$ cat config.mk
export PLATFORM = sky130hd
export DESIGN_NAME = dmem_responder
export DESIGN_NICKNAME = d
export VERILOG_FILES = /design/src/rtl/dmem_responder.sv
export SDC_FILE = /design/constraint.sdc
export NUM_CORES = 1
export LEC_CHECK = 0
export ABC_AREA = 1
export BUFFER_PORTS_ARGS = -buffer_cell sky130_fd_sc_hd__clkbuf_2
export CORE_UTILIZATION = 40
export CTS_BUF_LIST = sky130_fd_sc_hd__clkbuf_4 sky130_fd_sc_hd__clkbuf_8
export DETAILED_ROUTE_END_ITERATION = 6
export PLACE_DENSITY = 0.72
export RECOVER_POWER = 50
export SLEW_MARGIN = 0
export SYNTH_ARGS = -nofsm -noshare
export SYNTH_HDL_FRONTEND = slang
export SYNTH_SLANG_ARGS = --single-unit
$ cat constraint.sdc
create_clock -name clk -period 7.8 [get_ports clk]
set_input_delay 0.39 -clock clk [delete_from_list [all_inputs] [get_ports clk]]
set_output_delay 0.39 -clock clk [all_outputs]
set_load 0.01 [all_outputs]
$ cat src/rtl/dmem_responder.sv
// M-stage data-port responder: posted stores through a small write buffer,
// loads drain the buffer and then do a handshaked word read, stalling the pipe.
module dmem_responder #(
    parameter int WBUF_DEPTH = 2
) (
    input  logic        clk,
    input  logic        reset,
    input  logic [3:0]  MaskM,
    input  logic        ReadEnM,
    input  logic [31:0] AddrM,
    input  logic [31:0] WriteDataM,
    output logic [31:0] ReadDataM,
    output logic        StallM,
    output logic        mem_req_valid,
    input  logic        mem_req_ready,
    output logic        mem_req_we,
    output logic [29:0] mem_req_addr,
    output logic [31:0] mem_req_wdata,
    output logic [3:0]  mem_req_mask,
    input  logic        mem_resp_valid,
    input  logic [31:0] mem_resp_data
);

    localparam int PTR_W = (WBUF_DEPTH > 1) ? $clog2(WBUF_DEPTH) : 1;
    localparam int OCC_W = $clog2(WBUF_DEPTH) + 1;

    typedef enum logic [2:0] {
        S_IDLE,
        S_DRAIN,
        S_RD_REQ,
        S_RD_WAIT,
        S_RD_DONE
    } state_t;

    state_t             state_q, state_d;
    logic [PTR_W-1:0]   wr_ptr_q, wr_ptr_d;
    logic [PTR_W-1:0]   rd_ptr_q, rd_ptr_d;
    logic [OCC_W-1:0]   occ_q, occ_d;
    logic [29:0]        rd_addr_q, rd_addr_d;
    logic [31:0]        rdata_q, rdata_d;

    logic [29:0]        wbuf_addr_q [WBUF_DEPTH];
    logic [31:0]        wbuf_data_q [WBUF_DEPTH];
    logic [3:0]         wbuf_mask_q [WBUF_DEPTH];

    logic               push;
    logic               pop;
    logic               buf_empty;
    logic               buf_full;
    logic               unused_addr_bits;

    assign unused_addr_bits = ^AddrM[1:0];
    assign buf_empty        = (occ_q == '0);
    assign buf_full         = (occ_q == OCC_W'(WBUF_DEPTH));
    assign ReadDataM        = rdata_q;

    always_comb begin
        state_d       = state_q;
        rd_addr_d     = rd_addr_q;
        rdata_d       = rdata_q;
        push          = 1'b0;
        pop           = 1'b0;
        StallM        = 1'b0;
        mem_req_valid = 1'b0;
        mem_req_we    = 1'b0;
        mem_req_addr  = '0;
        mem_req_wdata = '0;
        mem_req_mask  = '0;

        // The buffer head is offered to memory whenever loads are not in progress.
        if ((state_q == S_IDLE || state_q == S_DRAIN) && !buf_empty) begin
            mem_req_valid = 1'b1;
            mem_req_we    = 1'b1;
            mem_req_addr  = wbuf_addr_q[rd_ptr_q];
            mem_req_wdata = wbuf_data_q[rd_ptr_q];
            mem_req_mask  = wbuf_mask_q[rd_ptr_q];
            pop           = mem_req_ready;
        end

        case (state_q)
            S_IDLE: begin
                if (ReadEnM) begin
                    StallM    = 1'b1;
                    rd_addr_d = AddrM[31:2];
                    state_d   = buf_empty ? S_RD_REQ : S_DRAIN;
                end else if (MaskM != 4'b0000) begin
                    // Stall is decided on current occupancy only, even if the head pops now.
                    if (buf_full) begin
                        StallM = 1'b1;
                    end else begin
                        push = 1'b1;
                    end
                end
            end
            S_DRAIN: begin
                StallM = 1'b1;
                if (buf_empty || (occ_q == OCC_W'(1) && pop)) begin
                    state_d = S_RD_REQ;
                end
            end
            S_RD_REQ: begin
                StallM        = 1'b1;
                mem_req_valid = 1'b1;
                mem_req_addr  = rd_addr_q;
                if (mem_req_ready) begin
                    state_d = S_RD_WAIT;
                end
            end
            S_RD_WAIT: begin
                StallM = 1'b1;
                if (mem_resp_valid) begin
                    rdata_d = mem_resp_data;
                    state_d = S_RD_DONE;
                end
            end
            S_RD_DONE: begin
                state_d = S_IDLE;
            end
            default: begin
                state_d = S_IDLE;
            end
        endcase
    end

    always_comb begin
        occ_d    = occ_q + OCC_W'(push) - OCC_W'(pop);
        wr_ptr_d = wr_ptr_q;
        rd_ptr_d = rd_ptr_q;
        if (push) begin
            wr_ptr_d = (wr_ptr_q == PTR_W'(WBUF_DEPTH - 1)) ? '0 : wr_ptr_q + 1'b1;
        end
        if (pop) begin
            rd_ptr_d = (rd_ptr_q == PTR_W'(WBUF_DEPTH - 1)) ? '0 : rd_ptr_q + 1'b1;
        end
    end

    always_ff @(posedge clk or negedge reset) begin
        if (!reset) begin
            state_q   <= S_IDLE;
            wr_ptr_q  <= '0;
            rd_ptr_q  <= '0;
            occ_q     <= '0;
            rd_addr_q <= '0;
            rdata_q   <= '0;
        end else begin
            state_q   <= state_d;
            wr_ptr_q  <= wr_ptr_d;
            rd_ptr_q  <= rd_ptr_d;
            occ_q     <= occ_d;
            rd_addr_q <= rd_addr_d;
            rdata_q   <= rdata_d;
        end
    end

    // Entry storage needs no reset: outputs are gated by occupancy.
    always_ff @(posedge clk) begin
        if (push) begin
            wbuf_addr_q[wr_ptr_q] <= AddrM[31:2];
            wbuf_data_q[wr_ptr_q] <= WriteDataM;
            wbuf_mask_q[wr_ptr_q] <= MaskM;
        end
    end

endmodule

==> flow_summary.ini <==
[outcome]
status = complete, but fails checks
violations = max-capacitance violations, max-slew violations

[sta]
slew_headroom_pct = -163
slew_violations = 125
period_share_pct = 48.2
setup_slack_ns = 4.04
fin_setup_tns_ns = 0
fmax_mhz = 266
holdWs_ns = 0.0706
setup_violations = 0
layout_min_cycle_time_ns = 3.76
max_slew.worst_pin.slew_ns = 3.95
hold_violations = 0
final.setup_skew_ns = 0.0242
grt_setup_unrepaired = no

[clock_network]
cts_sinks = 201
clk_latency_ns = 0.51
root_buffer = clkbuf_8
tritoncts = yes
hold_buffers = 0
htreeDepth = 2
cts_resized = 0
clockBufferDepth = 3
path_clk_slew_ns = 0.07
cts_setup_buffers = 0
numCtsBuffers = 34

[power_and_ir_drop]
power_density_mw_per_mm2 = 391
leakage_nw = 4.45
finalPower_mw = 3.82
vdd.ir_drop.worst_uv = 173

[floorplanning]
die_w_microns = 143
ios = 206
die_h_microns = 143
num_rows = 51
die_area_sq_mm = 0.0204
coreArea_sq_mm = 0.0195
start_util_pct = 40.8

[worst_setup_path]
crit_type = in2async
critical_path.cell_chain = clkbuf_1
reg2reg_depth = 4
crit_family = buffers and inverters
critPathArrivalTime_ns = 3.15
end_kind = asynchronous set/reset pin
timing.rr.end = rd_addr_q[0]
crit_path_max_fanout = 69
crit_path_top_delay_cell = clkbuf_1
required_ns = 7.19
r2r_start = state_q[0]
reg2reg_slack_ns = 4.75
crit_cells = 1
cp-start-kind = input pin
path_buf_inv = 1
max_stage_delay_ns = 2.73

[worst_hold_path]
whs_path_depth = 1
hold_path_end = wbuf_data_q[0][30]
min_from = WriteDataM[30]
hp-class = in2reg

[detailed_routing]
drt_iter0_drc = 265
route.detailed.drc = 0
drt_first_pass_iters = 4
viasPerCell = 4.63
route.vias.total = 5611
wl_per_cell_microns = 14.4
ant_nets = 0
routed_wl_microns = 17400

[layout]
nets = 1028
drive_above_1_share_pct = 20.2
antenna_cells = 0
fin_cells = 1211
syn2layout_area_growth_pct = 23.1

[yosys]
synth_edf_count = 132
ys_async_sr_fraction_pct = 34.3
yosys.area.top_type = edfxtp_1
post-synth-top-count-cell = nand2_1
synth_cells = 711
syn-num-nets = 818
synth.top_cell.area_share_pct = 49.9
synthFlopType = edfxtp_1
synth-seq-cells = 201
yosysSeqAreaShare_pct = 71.6
yosys-top-cells-area = edfxtp_1 50%, dfrtp_1 22%, nand2_1 13%
synth.cell_area_sq_mm = 0.00794
syn_area_per_cell_sq_um = 11.2
yosys_warnings = 0
synthTopCellsByCount = 272 x nand2_1, 132 x edfxtp_1, 69 x a21oi_1, 69 x dfrtp_1, 37 x inv_1
synth.distinct_cells = 23

[placed_design]
dp_slack_ns = 5.11
gp_congestion = 0.800
dp.final_hpwl_microns = 10300
port_buffers = 203
dpl.cell_count = 1150

[grt]
antenna_found_initial = 0
grt_pass1_wl_microns = 27500
grt_start_max_net_pins = 70
grt_pass1_vias = 5536
grt-ovfl-total = 0
globalRouteTotalUtil_pct = 17.3

[run]
cap_viol_max_count = 2
## metal layers
metal,up-vias,wire length [microns],share of wire (%),GRT usage [%]
li1,2788,-,-,-
met1,2619,7530,43,20.8
met2,178,8280,48,29.2
met3,26,1350,7.8,5.73
met4,0,240,1.4,5.77
met5,-,0,0,0
## flip-flops by register name, summed over array words and instances (netlist names)
signal	flops
state_q	3
wr_ptr_q	1
wbuf_data_q	64
wbuf_addr_q	60
ReadDataM	32
rd_ptr_q	1
occ_q	2
wbuf_mask_q	8
rd_addr_q	30
## layout by cell type (no fill, tap or decap), types with 2 or more instances in the layout
cell type   instances
ha_1                2
inv_1              38
nand3_1             4
inv_2               5
clkinv_1            2
edfxtp_1          132
buf_4               7
clkbuf_2          115
o21ai_1            18
xor2_1              2
clkbuf_8           39
o21ai_0            12
clkbuf_4           15
nor2_1             12
clkbuf_1           89
a21o_1             30
dfrtp_1            68
a21oi_1            69
nor2_4              2
clkinvlp_4          3
nand2_1           272
## logic make-up (layout without fill, tap and decap cells)
| family | count (synthesis) | in the layout | synth area share (%) |
|---|---|---|---|
| simple gates | 295 | 295 | 14.3 |
| flops | 201 | 201 | 71.6 |
| compound gates | 130 | 130 | 9.17 |
| buf+inv | 80 | 315 | 4.27 |
| xor+xnor | 3 | 3 | 0.331 |
| fa+ha+maj | 2 | 2 | 0.315 |
## power by group
| group | switching, mW | leakage [nW] | internal, mW |
|---|---|---|---|
| Combinational | 0.888 | 2.03 | 0.463 |
| Sequential | 0.120 | 2.06 | 1.41 |
| Clock | 0.405 | 0.361 | 0.531 |
| Total | 1.41 | 4.45 | 2.41 |
## how the worst max path moves through the flow
stage,start,to,slack [ns]
2_1_floorplan,state_q[1],wbuf_addr_q[1][0],3.58
3_3_place_gp,state_q[0],wbuf_addr_q[0][25],5.12
3_5_place_dp,state_q[0],wbuf_addr_q[0][28],5.11
4_1_cts,occ_q[1],mem_req_addr[28],4.78
5_1_grt,reset,rd_ptr_q,3.15
6_report,reset,rd_ptr_q,4.04
## per-stage QoR
stage / area (sq um) / util, %
after floorplan: 7940 / -
after global placement: 9210 / 47.3
after detailed placement: 9210 / 47.3
after CTS: 9900 / 50.9
after global routing: 9780 / 50.2
final: 9780 / 50.2
## final cells by class
type	count	area, sq um
Clock buffer	54	649
Clock inverter	7	43.8
Fill cell	1796	9690
Inverter	43	161
Multi-Input combinational cell	430	1940
Sequential cell	201	5690
Tap cell	265	332
Timing Repair Buffer	211	962
Note: power is estimated with default switching activity, not from simulation.
